### config.mk
export PLATFORM = sky130hd
export DESIGN_NAME = dat_mem_init
export DESIGN_NICKNAME = d
export VERILOG_FILES = /design/src/rtl/dat_mem_init.sv
export SDC_FILE = /design/constraint.sdc
export NUM_CORES = 2
export LEC_CHECK = 0
export BUFFER_PORTS_ARGS = -buffer_cell sky130_fd_sc_hd__buf_2
export CAP_MARGIN = 20
export CORE_UTILIZATION = 50
export DETAILED_ROUTE_END_ITERATION = 12
export GPL_TIMING_DRIVEN = 0
export PLACE_DENSITY = 0.67
export SKIP_CTS_REPAIR_TIMING = 1
export SYNTH_ARGS = -nofsm -noshare
export SYNTH_HDL_FRONTEND = slang
export SYNTH_SLANG_ARGS = --single-unit
### constraint.sdc
create_clock -name clk -period 20.2 [get_ports clk]
set_input_delay 2.02 -clock clk [delete_from_list [all_inputs] [get_ports clk]]
set_output_delay 2.02 -clock clk [all_outputs]
set_load 0.05 [all_outputs]
### src/rtl/dat_mem_init.sv
// dat_mem_init: W x D single-port data memory with power-up clear and constant-table loader
module dat_mem_init #(
    parameter int W         = 8,
    parameter int D         = 256,
    parameter int INIT_BASE = 60,
    parameter bit CLEAR_EN  = 1'b0,
    parameter bit REG_READ  = 1'b0
) (
    input  logic                 clk,
    input  logic                 rst_n,
    input  logic [W-1:0]         dat_in,
    input  logic                 wr_en,
    input  logic [$clog2(D)-1:0] addr,
    output logic [W-1:0]         dat_out,
    output logic                 busy,
    output logic                 wr_drop
);
    localparam int AW = $clog2(D);
    // Constant/bit-mask table, entry 0 in the low byte.
    localparam logic [127:0] TABLE = {
        8'h3C, 8'h09, 8'h01, 8'hF8, 8'h40, 8'h08, 8'hFE, 8'h00,
        8'h10, 8'h80, 8'h1E, 8'hAA, 8'hCC, 8'hF0, 8'hE0, 8'h10
    };

    typedef enum logic [1:0] {CLEAR, LOAD, READY} state_t;

    state_t        state_q, state_d;
    logic [AW-1:0] cnt_q, cnt_d, waddr;
    logic [W-1:0]  mem_q [D];
    logic [W-1:0]  wdata;
    logic          we, wr_drop_q;

    if (INIT_BASE < 0 || INIT_BASE + 15 >= D || W < 8) begin : g_bad_params
        $error("dat_mem_init: constant table does not fit inside the array");
    end

    // Sequencer next state and the single shared write port (sequencer always wins over the core).
    always_comb begin
        state_d = (state_q == CLEAR && cnt_q == AW'(D - 1)) ? LOAD
                : (state_q == LOAD && cnt_q == AW'(15)) ? READY : state_q;
        cnt_d = (state_q == READY || state_d != state_q) ? '0 : cnt_q + AW'(1);
        we    = (state_q != READY) || wr_en;
        waddr = state_q == CLEAR ? cnt_q
              : state_q == LOAD ? AW'(INIT_BASE) + cnt_q : addr;
        wdata = state_q == CLEAR ? '0
              : state_q == LOAD ? W'(TABLE[{cnt_q[3:0], 3'b000} +: 8]) : dat_in;
    end

    // Sequencer state, walk counter and the dropped-write flag.
    always_ff @(posedge clk or negedge rst_n) begin
        if (!rst_n) begin
            state_q   <= CLEAR_EN ? CLEAR : LOAD;
            cnt_q     <= '0;
            wr_drop_q <= 1'b0;
        end else begin
            state_q   <= state_d;
            cnt_q     <= cnt_d;
            wr_drop_q <= wr_en && state_q != READY;
        end
    end

    assign busy    = state_q != READY;
    assign wr_drop = wr_drop_q;

    // Array write; suppressed during reset so an aborted sequence leaves contents untouched.
    always_ff @(posedge clk) begin
        if (rst_n && we) mem_q[waddr] <= wdata;
    end

    if (REG_READ) begin : g_reg_read
        logic [W-1:0] rd_q;
        // Registered read captures the pre-write word on every edge.
        always_ff @(posedge clk or negedge rst_n) begin
            if (!rst_n) rd_q <= '0;
            else rd_q <= mem_q[addr];
        end
        assign dat_out = rd_q;
    end else begin : g_comb_read
        assign dat_out = mem_q[addr];
    end
endmodule

## Word-level counts from Yosys, hierarchy flattened

Memories as Yosys holds them, arrays and structs flattened.
Cells that the tools add are included.

- Shifts and indexed selects: 1
- Eq/ne operators: 6
- Reductions and logical operators: 7
- $add $sub $neg: 2
- Multiplexer cells: 9

Operators by type and width:

| operator | number |
|---|---|
| variable part select 128 x 8 -> 8 bit (first input constant) | 1 |
| 2-to-1 mux 8 bit | 5 |
| adder 6 x 8 -> 8 bit (first input constant) | 1 |
| adder 8 x 1 -> 8 bit (second input constant) | 1 |
| equality test 8 x 4 -> 1 bit (second input constant) | 1 |
| equality test 8 bit (second input constant) | 1 |
| logical AND 1 bit | 4 |
| 2-to-1 mux 2 bit | 2 |
| equality test 2 x 1 -> 1 bit (second input constant) | 1 |
| equality test 2 bit (second input constant) | 1 |
| zero test 2 bit | 1 |
| logical OR 1 bit | 2 |
| 2-to-1 mux 1 bit | 2 |
| inequality test 2 bit | 1 |
| inequality test 2 bit (second input constant) | 1 |

- Bits in registers: 11
- Memories kept: 1
- Bits of input ports: 19
- Memory bits (writable): 2048

Memory list:

| name | words | width | rd ports | clocked after memory_dff | wr ports | line | text |
|---|---|---|---|---|---|---|---|
| mem_q | 256 | 8 | 1 | 0 | 1 | 29 | `logic [W-1:0] mem_q [D];` |

## Depth between registers and ports, before layout

- Depth after elaboration: 7
- Depth in mapped cells: 12
- Depth with buffers taken out: 8

## Worst setup path before layout

No wires, ideal clock.

- Path kind: register to register
- Start point: register cnt_q[0]
- End point: memory mem_q[0][0] (data pin)
- Arrival time: 15117 ps
- Period minus slack after synthesis: 18076 ps
- Library setup time: 2959 ps
- Slack: 2124 ps
- Cell stages (with the launch flop): 5
- Path buffers: 0
- Cells stage by stage: dfrtp_1 inv_1 ha_1 inv_1 o41ai_1

- Cells in the longest elaborated chain, start to end: 3

Ends and longest elaborated chain:

| item | line | text |
|---|---|---|
| from (decl) | 28 | `logic [AW-1:0] cnt_q, cnt_d, waddr;` |
| from (signal assigned) | 57 | `cnt_q <= cnt_d;` |
| variable part select 128 x 8 -> 8 bit | 46 | `: state_q == LOAD ? W'(TABLE[{cnt_q[3:0], 3'b000} +: 8]) : dat_in;` |
| 2-to-1 mux 8 bit | 46 |  |
| 2-to-1 mux 8 bit | 45 | `wdata = state_q == CLEAR ? '0` |
| named net wdata[0] | 30 | `logic [W-1:0] wdata;` |
| to (decl) | 29 |  |

The timed path passes the listed nets, and every way through them passes these cells.

## Worst setup path after layout

- Start point: input addr[2]
- End point: output dat_out[3]

- Cells in the longest elaborated chain, start to end: 1

Ends and longest elaborated chain:

| item | line | text |
|---|---|---|
| from (decl) | 13 | `input logic [$clog2(D)-1:0] addr,` |
| memory read (256 x 8 bit) | -- |  |
| to (decl) | 14 | `output logic [W-1:0] dat_out,` |

No other way between the ends.

==> results.tsv <==
stage	metric	value	unit
critical_path	reg2reg_from	cnt_q[3]$_DFF_PN0_	
critical_path	endpoint	dat_out[3]	
final_layout	drive_gt1_share	23.87	%
critical_path	cpMostUsedCell	buf_2	
floorplanning	die_area	162100	sq um
logic_synthesis	ys_ff_latch	2059	
route	dr_total_vias	42640	
placed_design	gp_congestion	0.9314	
global_route	first_global_vias	41430	
logic_synthesis	syn_nets	3829	
timing	slew_headroom	9.349	%
logic_synthesis	yosysUniqueCellTypes	64	
floorplanning	die_y	402.6	microns
route	first_pass_iters	6	
floorplanning	die_w	402.6	microns
global_route	grt_first_pass_wirelength	329800	microns
timing	setup_tns	0	ns
route	viasPerCell	6.725	
critical_path	rr_endpoint	mem_q[206][5]$_DFFE_PP_	
timing	finalMaxSlewViolations	0	
critical_path	cp-start-kind	input port	
final_layout	final_cell_mix	2048 x edfxtp_1, 477 x mux4_2, 312 x nor2_1	
route	drt_iter0_markers	7433	
critical_path	r2r_setup_slack	15.24	ns
timing	rsz0062_at_grt	no	
critical_path	ff2ff_path_depth	10	
critical_path	crit_path_max_incr_delay	0.74	ns
global_route	grt.overflow.total	0	
placed_design	place_ws	11.15	ns
worst_hold_path	hold_path_class	flop to flop	
route	wirelength	241700	microns
critical_path	worstSetupEndpointType	output port	
placed_design	dpl.hpwl	165000	microns
logic_synthesis	synth_ff_type	edfxtp_1	
logic_synthesis	syn_area	80260	sq um
cts	cts_sinks	2059	
critical_path	worst_ep_arrival_time	7.24	ns
final_layout	nFillCells	11580	
critical_path	startpoint	addr[2]	
cts	numCtsBuffers	196	
logic_synthesis	synth_edf_count	2048	
critical_path	critPathKind	input port to output port	
final_layout	nets	4134	
logic_synthesis	synth.area.mux_share	14.65	%
timing	setup_viol	0	
logic_synthesis	syn_inst	3803	
logic_synthesis	synth_xor_area_share	0.1091	%
route	wl_per_cell	38.12	microns
logic_synthesis	yosysWarnings	0	
cts	cts-htree-levels	4	
cts	max-clock-path-buffers	3	
timing	clock_skew	0.06197	ns
logic_synthesis	synth_compound_area_share	3.732	%
final_layout	final_common_cell	edfxtp_1	
cts	cts.clk_slew.worst_paths	0.05	ns
cts	root_buffer	clkbuf_16	
global_route	gr-usage-all-layers	29.95	%
pwr	power.density	94.17	nW/um^2
floorplanning	rows	146	
route	drcViolationCount	0	
timing	min_period	9.258	ns
logic_synthesis	synth_area_per_cell	21.10	sq um
global_route	grt_max_degree	91	
cts	cts_tree	built	
timing	worst_slew_pin_slew	1.360	ns
floorplanning	start_util	50.50	%
critical_path	cpMaxStageDelayCell	nor3_1	
timing	fmax	108.0	MHz
critical_path	worstPathMaxFanout	10	
logic_synthesis	seq_area_frac_synth	76.97	%
placed_design	port_buffers	24	
pwr	vdd_drop_max	94.75	uV
critical_path	crit_chain	buf_2 > buf_2 > inv_2 > buf_1 > buf_6 > clkbuf_1 > o21ai_0 > a211oi_1 > o22ai_1 > nor3_1 > buf_2	
logic_synthesis	synth_top_family_by_area	multiplexers	
pwr	p_leak	0.02305	uW
critical_path	cp.required	18.18	ns
outcome	outcome	finished, final reports clean	
final_layout	syn_to_final_growth	12.83	%
pwr	totalPowerFinal	8527	uW
logic_synthesis	synthSimpleGateAreaFrac	2.579	%
floorplanning	io_pins	29	
route	ant_nets	0	
timing	fin_crit_sh	45.83	%
floorplanning	coreArea	158900	sq um
job	max_cap_violations	0	
timing	worst_slack	10.94	ns
logic_synthesis	yosys.area_share.adder	0.1091	%
timing	hold_violations	0	
logic_synthesis	ys_async_sr_fraction	0.5342	%
cts	clk_latency	0.88	ns
global_route	antenna_found_initial	9	
==> cells by family (layout without fill, tap and decap cells) <==
group | count (synthesis) | after routing
AO/OA/AOI/OAI | 421 | 421
flip-flops | 2059 | 2059
other | 0 | 4
XOR/XNOR | 10 | 10
adder cells (fa/ha/maj) | 7 | 7
AND/OR/NAND/NOR | 494 | 494
buffers and inverters | 235 | 697
multiplexers | 577 | 577
==> worst min-delay path by stage <==
stage / start / slack (ns) / to / cells after the start
3_3_place_gp: cnt_q[0]$_DFF_PN0_ / 0.60 / cnt_q[0]$_DFF_PN0_ / 1
2_1_floorplan: cnt_q[0]$_DFF_PN0_ / 0.50 / cnt_q[0]$_DFF_PN0_ / 1
6_report: cnt_q[0]$_DFF_PN0_ / 0.59 / cnt_q[0]$_DFF_PN0_ / 1
3_5_place_dp: cnt_q[0]$_DFF_PN0_ / 0.59 / cnt_q[0]$_DFF_PN0_ / 1
5_1_grt: cnt_q[0]$_DFF_PN0_ / 0.65 / cnt_q[0]$_DFF_PN0_ / 1
4_1_cts: cnt_q[0]$_DFF_PN0_ / 0.60 / cnt_q[0]$_DFF_PN0_ / 1
==> final cells by class <==
cell class / instances / area, sq um / area share, %
Antenna cell: 4 / 10.01 / 0.01105
Buffer: 226 / 1455 / 1.607
Multi-Input combinational cell: 1509 / 17080 / 18.86
Tap cell: 2072 / 2592 / 2.863
Clock inverter: 116 / 1089 / 1.202
Inverter: 9 / 33.78 / 0.03731
Sequential cell: 2059 / 61780 / 68.22
Clock buffer: 239 / 5066 / 5.594
Timing Repair Buffer: 107 / 1454 / 1.606
==> flip-flops by register name, indices dropped and copies added, names as in the netlist <==
name / flops
cnt_q: 8
mem_q: 2048
state_q: 2
wr_drop: 1
==> worst max-delay path, delay by kind of cell <==
family / cells / cell delay [ns]
buffers and inverters: 7 / 3.26
AOI/OAI and AO/OA: 3 / 1.15
and+or+nand+nor: 1 / 0.74
==> report_power, final <==
group	internal, uW	total, uW	switching (uW)
clock	1950	3570	1620
sequential	4620	4620	0.0162
combinational	91.5	333	242
total	6660	8530	1870
==> synth_stat cells, types with 9 or more instances <==
cell	instances	area share (%)
dfrtp_1	10	0.31
nor3_1	14	0.087
nand2b_1	13	0.10
buf_2	75	0.47
a221oi_1	9	0.098
o22ai_1	18	0.14
a211oi_1	17	0.16
edfxtp_1	2048	77
a22oi_1	140	1.3
nor2_1	312	1.5
nand2_1	94	0.44
buf_6	28	0.39
o211ai_1	10	0.094
a21oi_1	75	0.47
clkbuf_1	77	0.36
buf_8	12	0.22
nor2b_1	12	0.094
buf_1	10	0.047
o21ai_0	42	0.26
mux4_2	477	13
or3_1	13	0.10
o221ai_1	32	0.35
a22o_1	25	0.27
buf_4	18	0.17
mux2i_1	92	1.1
==> layer usage <==
| metal | track usage [%] | vias to the layer above | wire length [microns] | share of wire [%] |
|---|---|---|---|---|
| met5 | 0 | - | 36 | 0.015 |
| met4 | 15.23 | 4 | 13370 | 5.5 |
| met3 | 8.549 | 542 | 31460 | 13 |
| met2 | 44.80 | 3125 | 109700 | 45 |
| met1 | 40.45 | 22460 | 87120 | 36 |
| li1 | - | 16510 | - | - |
==> metrics by stage <==
stage                     std cells  hold WS [ns]  util, %  area [sq um]
after floorplan                3803        0.5032        -         80260
after global placement         5899        0.5989    52.21         82970
after detailed placement       5979        0.5946    53.09         84370
after CTS                      6334        0.6037    56.96         90520
after global routing           6337        0.6451    56.97         90550
final                          6341        0.5900    56.98         90560
No activity file was read; power rests on OpenSTA's default activity.
